**src/rtl/fetch_sequencer_pkg.sv**
```systemverilog
// fetch_sequencer_pkg: shared FSM state enum, parameter defaults and fetch-buffer entry type
package fetch_sequencer_pkg;
  typedef enum logic {BOOT, RUN} state_e;
  localparam logic [31:0] BOOT_ADDR_DEF = 32'h0000_0000;
  localparam int FIFO_DEPTH_DEF = 2;
  typedef struct packed {
    logic [31:0] data;
    logic [31:0] addr;
    logic        upper;
  } fetch_entry_t;
endpackage

```
**src/rtl/fetch_sequencer_if.sv**
```systemverilog
// fetch_sequencer_if: i$ bus (mem_req/addr/gnt/rvalid/rdata) and realigner bus (fetch_valid/data/addr/upper/ready); master = sequencer
interface fetch_sequencer_if;
  logic        mem_req_o;
  logic [31:0] mem_addr_o;
  logic        mem_gnt_i;
  logic        mem_rvalid_i;
  logic [31:0] mem_rdata_i;
  logic        fetch_valid_o;
  logic [31:0] fetch_data_o;
  logic [31:0] fetch_addr_o;
  logic        fetch_upper_o;
  logic        fetch_ready_i;
  modport master (
    output mem_req_o, mem_addr_o, fetch_valid_o, fetch_data_o, fetch_addr_o, fetch_upper_o,
    input  mem_gnt_i, mem_rvalid_i, mem_rdata_i, fetch_ready_i
  );
  modport slave (
    input  mem_req_o, mem_addr_o, fetch_valid_o, fetch_data_o, fetch_addr_o, fetch_upper_o,
    output mem_gnt_i, mem_rvalid_i, mem_rdata_i, fetch_ready_i
  );
endinterface

```
**src/rtl/fetch_sequencer_fifo.sv**
```systemverilog
// fetch_fifo: shift-style entry FIFO (clk_i, rst_ni, clr_i, push_i, pop_i, din_i -> valid_o, head_o, cnt_o); head holds its last value when empty
module fetch_fifo
  import fetch_sequencer_pkg::*;
#(
  parameter int DEPTH = FIFO_DEPTH_DEF
) (
  input  logic                         clk_i,
  input  logic                         rst_ni,
  input  logic                         clr_i,
  input  logic                         push_i,
  input  logic                         pop_i,
  input  fetch_entry_t                 din_i,
  output logic                         valid_o,
  output fetch_entry_t                 head_o,
  output logic [$clog2(DEPTH+1)-1:0]   cnt_o
);
  localparam int CW = $clog2(DEPTH+1);
  fetch_entry_t q [DEPTH];
  fetch_entry_t q_d [DEPTH];
  logic [CW-1:0] cnt, rem;
  logic pop;
  assign pop = pop_i && cnt != '0;
  assign rem = cnt - CW'(pop);
  for (genvar k = 0; k < DEPTH; k++) begin : g_slot
    fetch_entry_t shifted;
    if (k + 1 < DEPTH) begin : g_mid
      assign shifted = pop ? q[k+1] : q[k];
    end else begin : g_last
      assign shifted = q[k];
    end
    assign q_d[k] = CW'(k) < rem ? shifted : (push_i && CW'(k) == rem) ? din_i : q[k];
  end
  always_ff @(posedge clk_i or negedge rst_ni) begin
    if (!rst_ni) begin
      cnt <= '0;
      for (int i = 0; i < DEPTH; i++) q[i] <= '0;
    end else begin
      cnt <= clr_i ? '0 : cnt + CW'(push_i) - CW'(pop);
      if (!clr_i) for (int i = 0; i < DEPTH; i++) q[i] <= q_d[i];
    end
  end
  assign valid_o = cnt != '0;
  assign head_o = q[0];
  assign cnt_o = cnt;
endmodule

```
**src/rtl/fetch_sequencer.sv**
```systemverilog
// fetch_sequencer: i$ fetch sequencer (clk_i, rst_ni, flush_i, redirect_addr_i; bus.master = i$ request/response + realigner buffer head)
module fetch_sequencer
  import fetch_sequencer_pkg::*;
#(
  parameter logic [31:0] BOOT_ADDR  = BOOT_ADDR_DEF,
  parameter int          FIFO_DEPTH = FIFO_DEPTH_DEF
) (
  input  logic               clk_i,
  input  logic               rst_ni,
  input  logic               flush_i,
  input  logic [31:0]        redirect_addr_i,
  fetch_sequencer_if.master  bus
);
  localparam int CW = $clog2(FIFO_DEPTH+1);
  localparam int SW = CW + 1;
  state_e state_q, state_d;
  logic [31:0] addr_q, rsp_addr_q, redir;
  logic [CW-1:0] out_q, out_d, disc_q, fifo_cnt;
  logic pend_q, req, grant, dec, push, pop, fifo_valid;
  fetch_entry_t head;
  assign redir = {redirect_addr_i[31:2], 2'b00};
  always_comb begin
    state_d = state_q == BOOT ? RUN : state_q;
    req = state_q == RUN && !flush_i && SW'(out_q) + SW'(fifo_cnt) < SW'(FIFO_DEPTH);
  end
  assign grant = req && bus.mem_gnt_i;
  assign dec = bus.mem_rvalid_i && out_q != '0;
  assign out_d = out_q + CW'(grant) - CW'(dec);
  // responses still owed to a pre-flush request are dropped before anything is buffered
  assign push = dec && disc_q == '0 && !flush_i;
  assign pop = fifo_valid && bus.fetch_ready_i && !flush_i;
  always_ff @(posedge clk_i or negedge rst_ni) begin
    if (!rst_ni) begin
      state_q <= BOOT;
      addr_q <= BOOT_ADDR;
      rsp_addr_q <= BOOT_ADDR;
      out_q <= '0;
      disc_q <= '0;
      pend_q <= 1'b0;
    end else begin
      state_q <= state_d;
      out_q <= out_d;
      if (flush_i) begin
        addr_q <= redir;
        rsp_addr_q <= redir;
        disc_q <= out_d;
        pend_q <= redirect_addr_i[1];
      end else begin
        if (grant) addr_q <= addr_q + 32'd4;
        if (push) rsp_addr_q <= rsp_addr_q + 32'd4;
        if (push) pend_q <= 1'b0;
        if (dec && disc_q != '0) disc_q <= disc_q - 1'b1;
      end
    end
  end
  fetch_fifo #(.DEPTH(FIFO_DEPTH)) u_fifo (
    .clk_i  (clk_i),
    .rst_ni (rst_ni),
    .clr_i  (flush_i),
    .push_i (push),
    .pop_i  (pop),
    .din_i  ('{data: bus.mem_rdata_i, addr: rsp_addr_q, upper: pend_q}),
    .valid_o(fifo_valid),
    .head_o (head),
    .cnt_o  (fifo_cnt)
  );
  assign bus.mem_req_o = req;
  assign bus.mem_addr_o = {addr_q[31:2], 2'b00};
  assign bus.fetch_valid_o = fifo_valid;
  assign bus.fetch_data_o = head.data;
  assign bus.fetch_addr_o = head.addr;
  assign bus.fetch_upper_o = head.upper;
endmodule

```
**src/flat_wrapper.sv**
```systemverilog
// flat-port wrapper written by rule: the top's interface ports become plain ports
module fetch_sequencer_flat import fetch_sequencer_pkg::*;
#(
  parameter logic [31:0] BOOT_ADDR  = BOOT_ADDR_DEF,
  parameter int          FIFO_DEPTH = FIFO_DEPTH_DEF
)
  (clk_i, rst_ni, flush_i, redirect_addr_i, bus_mem_req_o, bus_mem_addr_o, bus_fetch_valid_o, bus_fetch_data_o, bus_fetch_addr_o, bus_fetch_upper_o, bus_mem_gnt_i, bus_mem_rvalid_i, bus_mem_rdata_i, bus_fetch_ready_i);
  fetch_sequencer_if bus_i ();
  input  logic clk_i;
  input  logic rst_ni;
  input  logic flush_i;
  input  logic [31:0] redirect_addr_i;
  output wire logic [$bits(bus_i.mem_req_o)-1:0] bus_mem_req_o;
  output wire logic [$bits(bus_i.mem_addr_o)-1:0] bus_mem_addr_o;
  output wire logic [$bits(bus_i.fetch_valid_o)-1:0] bus_fetch_valid_o;
  output wire logic [$bits(bus_i.fetch_data_o)-1:0] bus_fetch_data_o;
  output wire logic [$bits(bus_i.fetch_addr_o)-1:0] bus_fetch_addr_o;
  output wire logic [$bits(bus_i.fetch_upper_o)-1:0] bus_fetch_upper_o;
  input wire logic [$bits(bus_i.mem_gnt_i)-1:0] bus_mem_gnt_i;
  input wire logic [$bits(bus_i.mem_rvalid_i)-1:0] bus_mem_rvalid_i;
  input wire logic [$bits(bus_i.mem_rdata_i)-1:0] bus_mem_rdata_i;
  input wire logic [$bits(bus_i.fetch_ready_i)-1:0] bus_fetch_ready_i;
  assign bus_mem_req_o = bus_i.mem_req_o;
  assign bus_mem_addr_o = bus_i.mem_addr_o;
  assign bus_fetch_valid_o = bus_i.fetch_valid_o;
  assign bus_fetch_data_o = bus_i.fetch_data_o;
  assign bus_fetch_addr_o = bus_i.fetch_addr_o;
  assign bus_fetch_upper_o = bus_i.fetch_upper_o;
  assign bus_i.mem_gnt_i = bus_mem_gnt_i;
  assign bus_i.mem_rvalid_i = bus_mem_rvalid_i;
  assign bus_i.mem_rdata_i = bus_mem_rdata_i;
  assign bus_i.fetch_ready_i = bus_fetch_ready_i;
  fetch_sequencer #(.BOOT_ADDR(BOOT_ADDR), .FIFO_DEPTH(FIFO_DEPTH)) u_core (.clk_i(clk_i), .rst_ni(rst_ni), .flush_i(flush_i), .redirect_addr_i(redirect_addr_i), .bus(bus_i));
endmodule
```
**config.mk**
```make
export PLATFORM = sky130hd
export DESIGN_NAME = fetch_sequencer_flat
export DESIGN_NICKNAME = d
export VERILOG_FILES = /design/src/rtl/fetch_sequencer_pkg.sv /design/src/rtl/fetch_sequencer_if.sv /design/src/rtl/fetch_sequencer_fifo.sv /design/src/rtl/fetch_sequencer.sv /design/src/flat_wrapper.sv
export SDC_FILE = /design/constraint.sdc
export NUM_CORES = 1
export LEC_CHECK = 0
export ABC_CLOCK_PERIOD_IN_PS = 4080
export BUFFER_PORTS_ARGS = -buffer_cell sky130_fd_sc_hd__clkbuf_2
export CORE_MARGIN = 2
export CORE_UTILIZATION = 45
export DETAILED_ROUTE_END_ITERATION = 10
export PLACE_DENSITY_LB_ADDON = 0.1
export SYNTH_ARGS = -nofsm -noshare
export SYNTH_HDL_FRONTEND = slang
export SYNTH_SLANG_ARGS = --single-unit
```
**constraint.sdc**
```tcl
create_clock -name clk_i -period 4.08 [get_ports clk_i]
set_input_delay 0.204 -clock clk_i [delete_from_list [all_inputs] [get_ports clk_i]]
set_output_delay 0.204 -clock clk_i [all_outputs]
set_load 0.03 [all_outputs]
```
==> impl_metrics.yaml <==
setup_path:
  regToRegSetupSlack_ns: 1.24
  r2r_end: "u_core.addr_q[13]"
  crit_top_cell: "or4_1"
  cp_max_fo: 12
  slowest_delay_ns: 0.63
  crit-reg2reg-launch: "u_core.out_q[0]"
  cpMaxStageDelayCell: "or4_1"
  crit_end: "u_core.addr_q[13]"
  start_kind: "flip-flop"
  critPathCaptureType: "flip-flop"
  cp_cell_sequence: "and2_1 > fa_1 > nand4bb_1 > buf_4 > or4_1 > or4_1 > a31oi_1"
  path_class: "reg2reg"
  cp-startpoint: "u_core.out_q[0]"
  required_ns: 4.43
  reg2regPathDepth: 7
  crit_arrival_ns: 3.19
yosys:
  yosysSeqAreaShare: 0.517
  ys_seq_elements: 194
  ys.flop_type: "dfrtp_1"
  synth_cell_types: 59
  ys.warnings.count: 0
  avgSynthCellArea_sq_um: 10.8
  syn_inst: 871
  async_flop_share: 1.00
  synth_edf_count: 0
  synthesis.area_sq_um: 9390
sta:
  tns_ns: 0
  max_slew_margin: 0.300
  max_clock_freq_mhz: 352
  final_max_slew_viol_count: 0
  setup_viol: 0
  hold_viol_final: 0
  grt_setup_unrepaired: "no"
  skew_ns: 0.0142
  fin_crit_ns: 2.84
  worst_slew_pin_slew_ns: 1.04
  fin_crit_sh: 0.696
grt:
  grt_max_degree: 105
  grt_first_pass_wirelength_mm: 36.4
  grt_use_total: 0.208
  antenna_found_initial: 0
  grt_overflow: 0
  grt_pass1_vias: 6938
clock_network:
  cts_buffers: 17
  root_buffer: "clkbuf_16"
  clk_pin_slew_ns: 0.07
  clock_latency_ns: 0.43
  postCtsHoldBufs: 2
  cts_buffer_depth: 2
  htreeDepth: 4
  cts_resized: 0
  cts_sinks: 194
  cts_tree: "yes"
  post-cts-setup-buffers: 0
run:
  maxCapViolations: 0
finish:
  areaGrowthSynthToFinish_pct: 18.3
  final_cell_area_sq_um: 11100
  post-route-util: 0.545
  nNetsFinal: 1094
  final_layout_size_suffix_gt1_frac: 0.290
  n_antenna_cell: 0
worst_hold_path:
  min_from: "bus_mem_rdata_i[2]"
  hold_path.class: "in2reg"
  hold_depth: 2
routing:
  drt-initial-drc-count: 395
  drt_first_pass_iters: 4
  viasPerCell: 5.51
  routed_wl_mm: 22.1
  drc_errors: 0
  wl_per_cell_um: 17.1
  ant_nets: 0
  num_vias: 7154
floorplanning:
  rows: 52
  start_util: 0.461
  fp.dieW_um: 148
  core_area_sq_um: 20400
  die_area_sq_um: 22000
  ios: 169
  chipHeight_um: 148
run_status:
  status: "finished clean"
placement:
  dp_hpwl_mm: 15.4
  portBuffers: 163
  dpl_cell_area_sq_um: 10500
  routabilityCongestion: 0.875
power:
  p_leak_nw: 5.51
  power_density_nw_per_um2: 639
  peakVddDrop_mv: 0.289
==> power breakdown <==
part	internal (W)	switching [W]	total, W
Clock	0.00102	0.000739	0.00176
Sequential	0.00255	0.000414	0.00297
Combinational	0.000894	0.00148	0.00237
Total	0.00446	0.00263	0.00710
==> kinds of logic after synthesis <==
kind of cell	after synthesis	synth area share
adders and majority gates	8	0.0115
and+or+nand+nor	271	0.150
AOI/OAI and AO/OA	156	0.104
xor gates and xnor gates	24	0.0224
DFF	194	0.517
muxes	140	0.159
buffers and inverters	76	0.0343
other	2	0.000800
==> registers in the layout, indices dropped and copies added (netlist names) <==
| register | cells |
|---|---|
| u_core.disc_q | 2 |
| u_core.state_q | 1 |
| u_core.u_fifo.g_slot.shifted | 63 |
| u_core.rsp_addr_q | 30 |
| u_core.addr_q | 30 |
| u_core.pend_q | 1 |
| u_core.u_fifo.head_o | 63 |
| u_core.u_fifo.cnt_o | 2 |
| u_core.out_q | 2 |
==> critical path, delay by kind of cell, from the launching register on <==
kind	cells	cell delay [ns]
compound gates	1	0.17
fa+ha+maj	1	0.47
buf+inv	1	0.19
flops	1	0.47
simple gates	4	1.46
==> layout by cell type, fill, tap and decap left out, types with 13 or more instances in the layout <==
cell,instances
mux2i_1,64
nand2_1,97
or4_1,20
nor3_1,13
nand4_1,16
inv_1,20
xnor2_1,16
dfrtp_1,194
a31oi_1,25
nor4_1,24
nand3_1,23
mux2_2,76
nor2_1,33
clkbuf_16,17
clkbuf_2,162
o21ai_0,73
==> stage by stage <==
stage	hold slack (ns)	total power [W]	std cells	setup WS (ns)
floorplan	-0.0916	0.00465	874	1.55
global placement	0.376	0.00534	1265	1.29
detailed placement	0.368	0.00541	1265	1.25
CTS	0.00324	0.00718	1298	1.24
global route	0.00192	0.00756	1298	1.06
finish	0.0170	0.00710	1298	1.24
==> routing by layer <==
layer	up-vias	track usage	routed length, um
met1	3443	0.316	11200
met3	25	0.0377	1170
met2	223	0.305	9380
li1	3463	-	-
met4	0	0.0595	354
met5	-	0	0
==> worst min path at each step <==
stage	slack, ns	end
2_1_floorplan	-0.09	u_core.addr_q[10]
3_3_place_gp	0.38	u_core.u_fifo.head_o[55]
3_5_place_dp	0.37	u_core.u_fifo.head_o[55]
4_1_cts	0.003	u_core.u_fifo.g_slot[1].shifted[35]
5_1_grt	0.002	u_core.u_fifo.g_slot[1].shifted[35]
6_report	0.02	u_core.u_fifo.g_slot[1].shifted[35]
==> Yosys cell counts (all sizes together) (2+ instances only) <==
library cell | count | share of area
buf | 19 | 0.011
nor4b | 2 | 0.0019
nor2b | 2 | 0.0013
a211oi | 7 | 0.0056
o31a | 8 | 0.0075
o21ai | 73 | 0.039
or4 | 20 | 0.016
o311ai | 2 | 0.0019
nand3b | 2 | 0.0016
a21o | 2 | 0.0016
dfrtp | 194 | 0.52
nand2b | 5 | 0.0033
conb | 2 | 0.00080
or3 | 7 | 0.0047
clkbuf | 36 | 0.015
mux2i | 64 | 0.068
a31oi | 25 | 0.017
a21boi | 3 | 0.0024
mux2 | 76 | 0.091
nor4 | 24 | 0.016
xor2 | 8 | 0.0075
nand3 | 24 | 0.013
xnor2 | 16 | 0.015
and3 | 9 | 0.0060
nor3 | 13 | 0.0069
nand4 | 17 | 0.012
a21oi | 10 | 0.0057
ha | 7 | 0.0093
inv | 21 | 0.0084
nor2 | 33 | 0.013
nand2 | 97 | 0.039
o31ai | 12 | 0.0096
and4 | 9 | 0.0084
a31o | 4 | 0.0037
==> final cells by class <==
type	instances	area, sq um
flip-flops and latches	194	4850
repair buffers	178	955
clock inverters	11	150
well taps	270	338
fillers	1908	9260
multi-input cells	604	4260
inverters	21	78.8
clock buffers	20	467
Power figures use the tool's default switching activity.
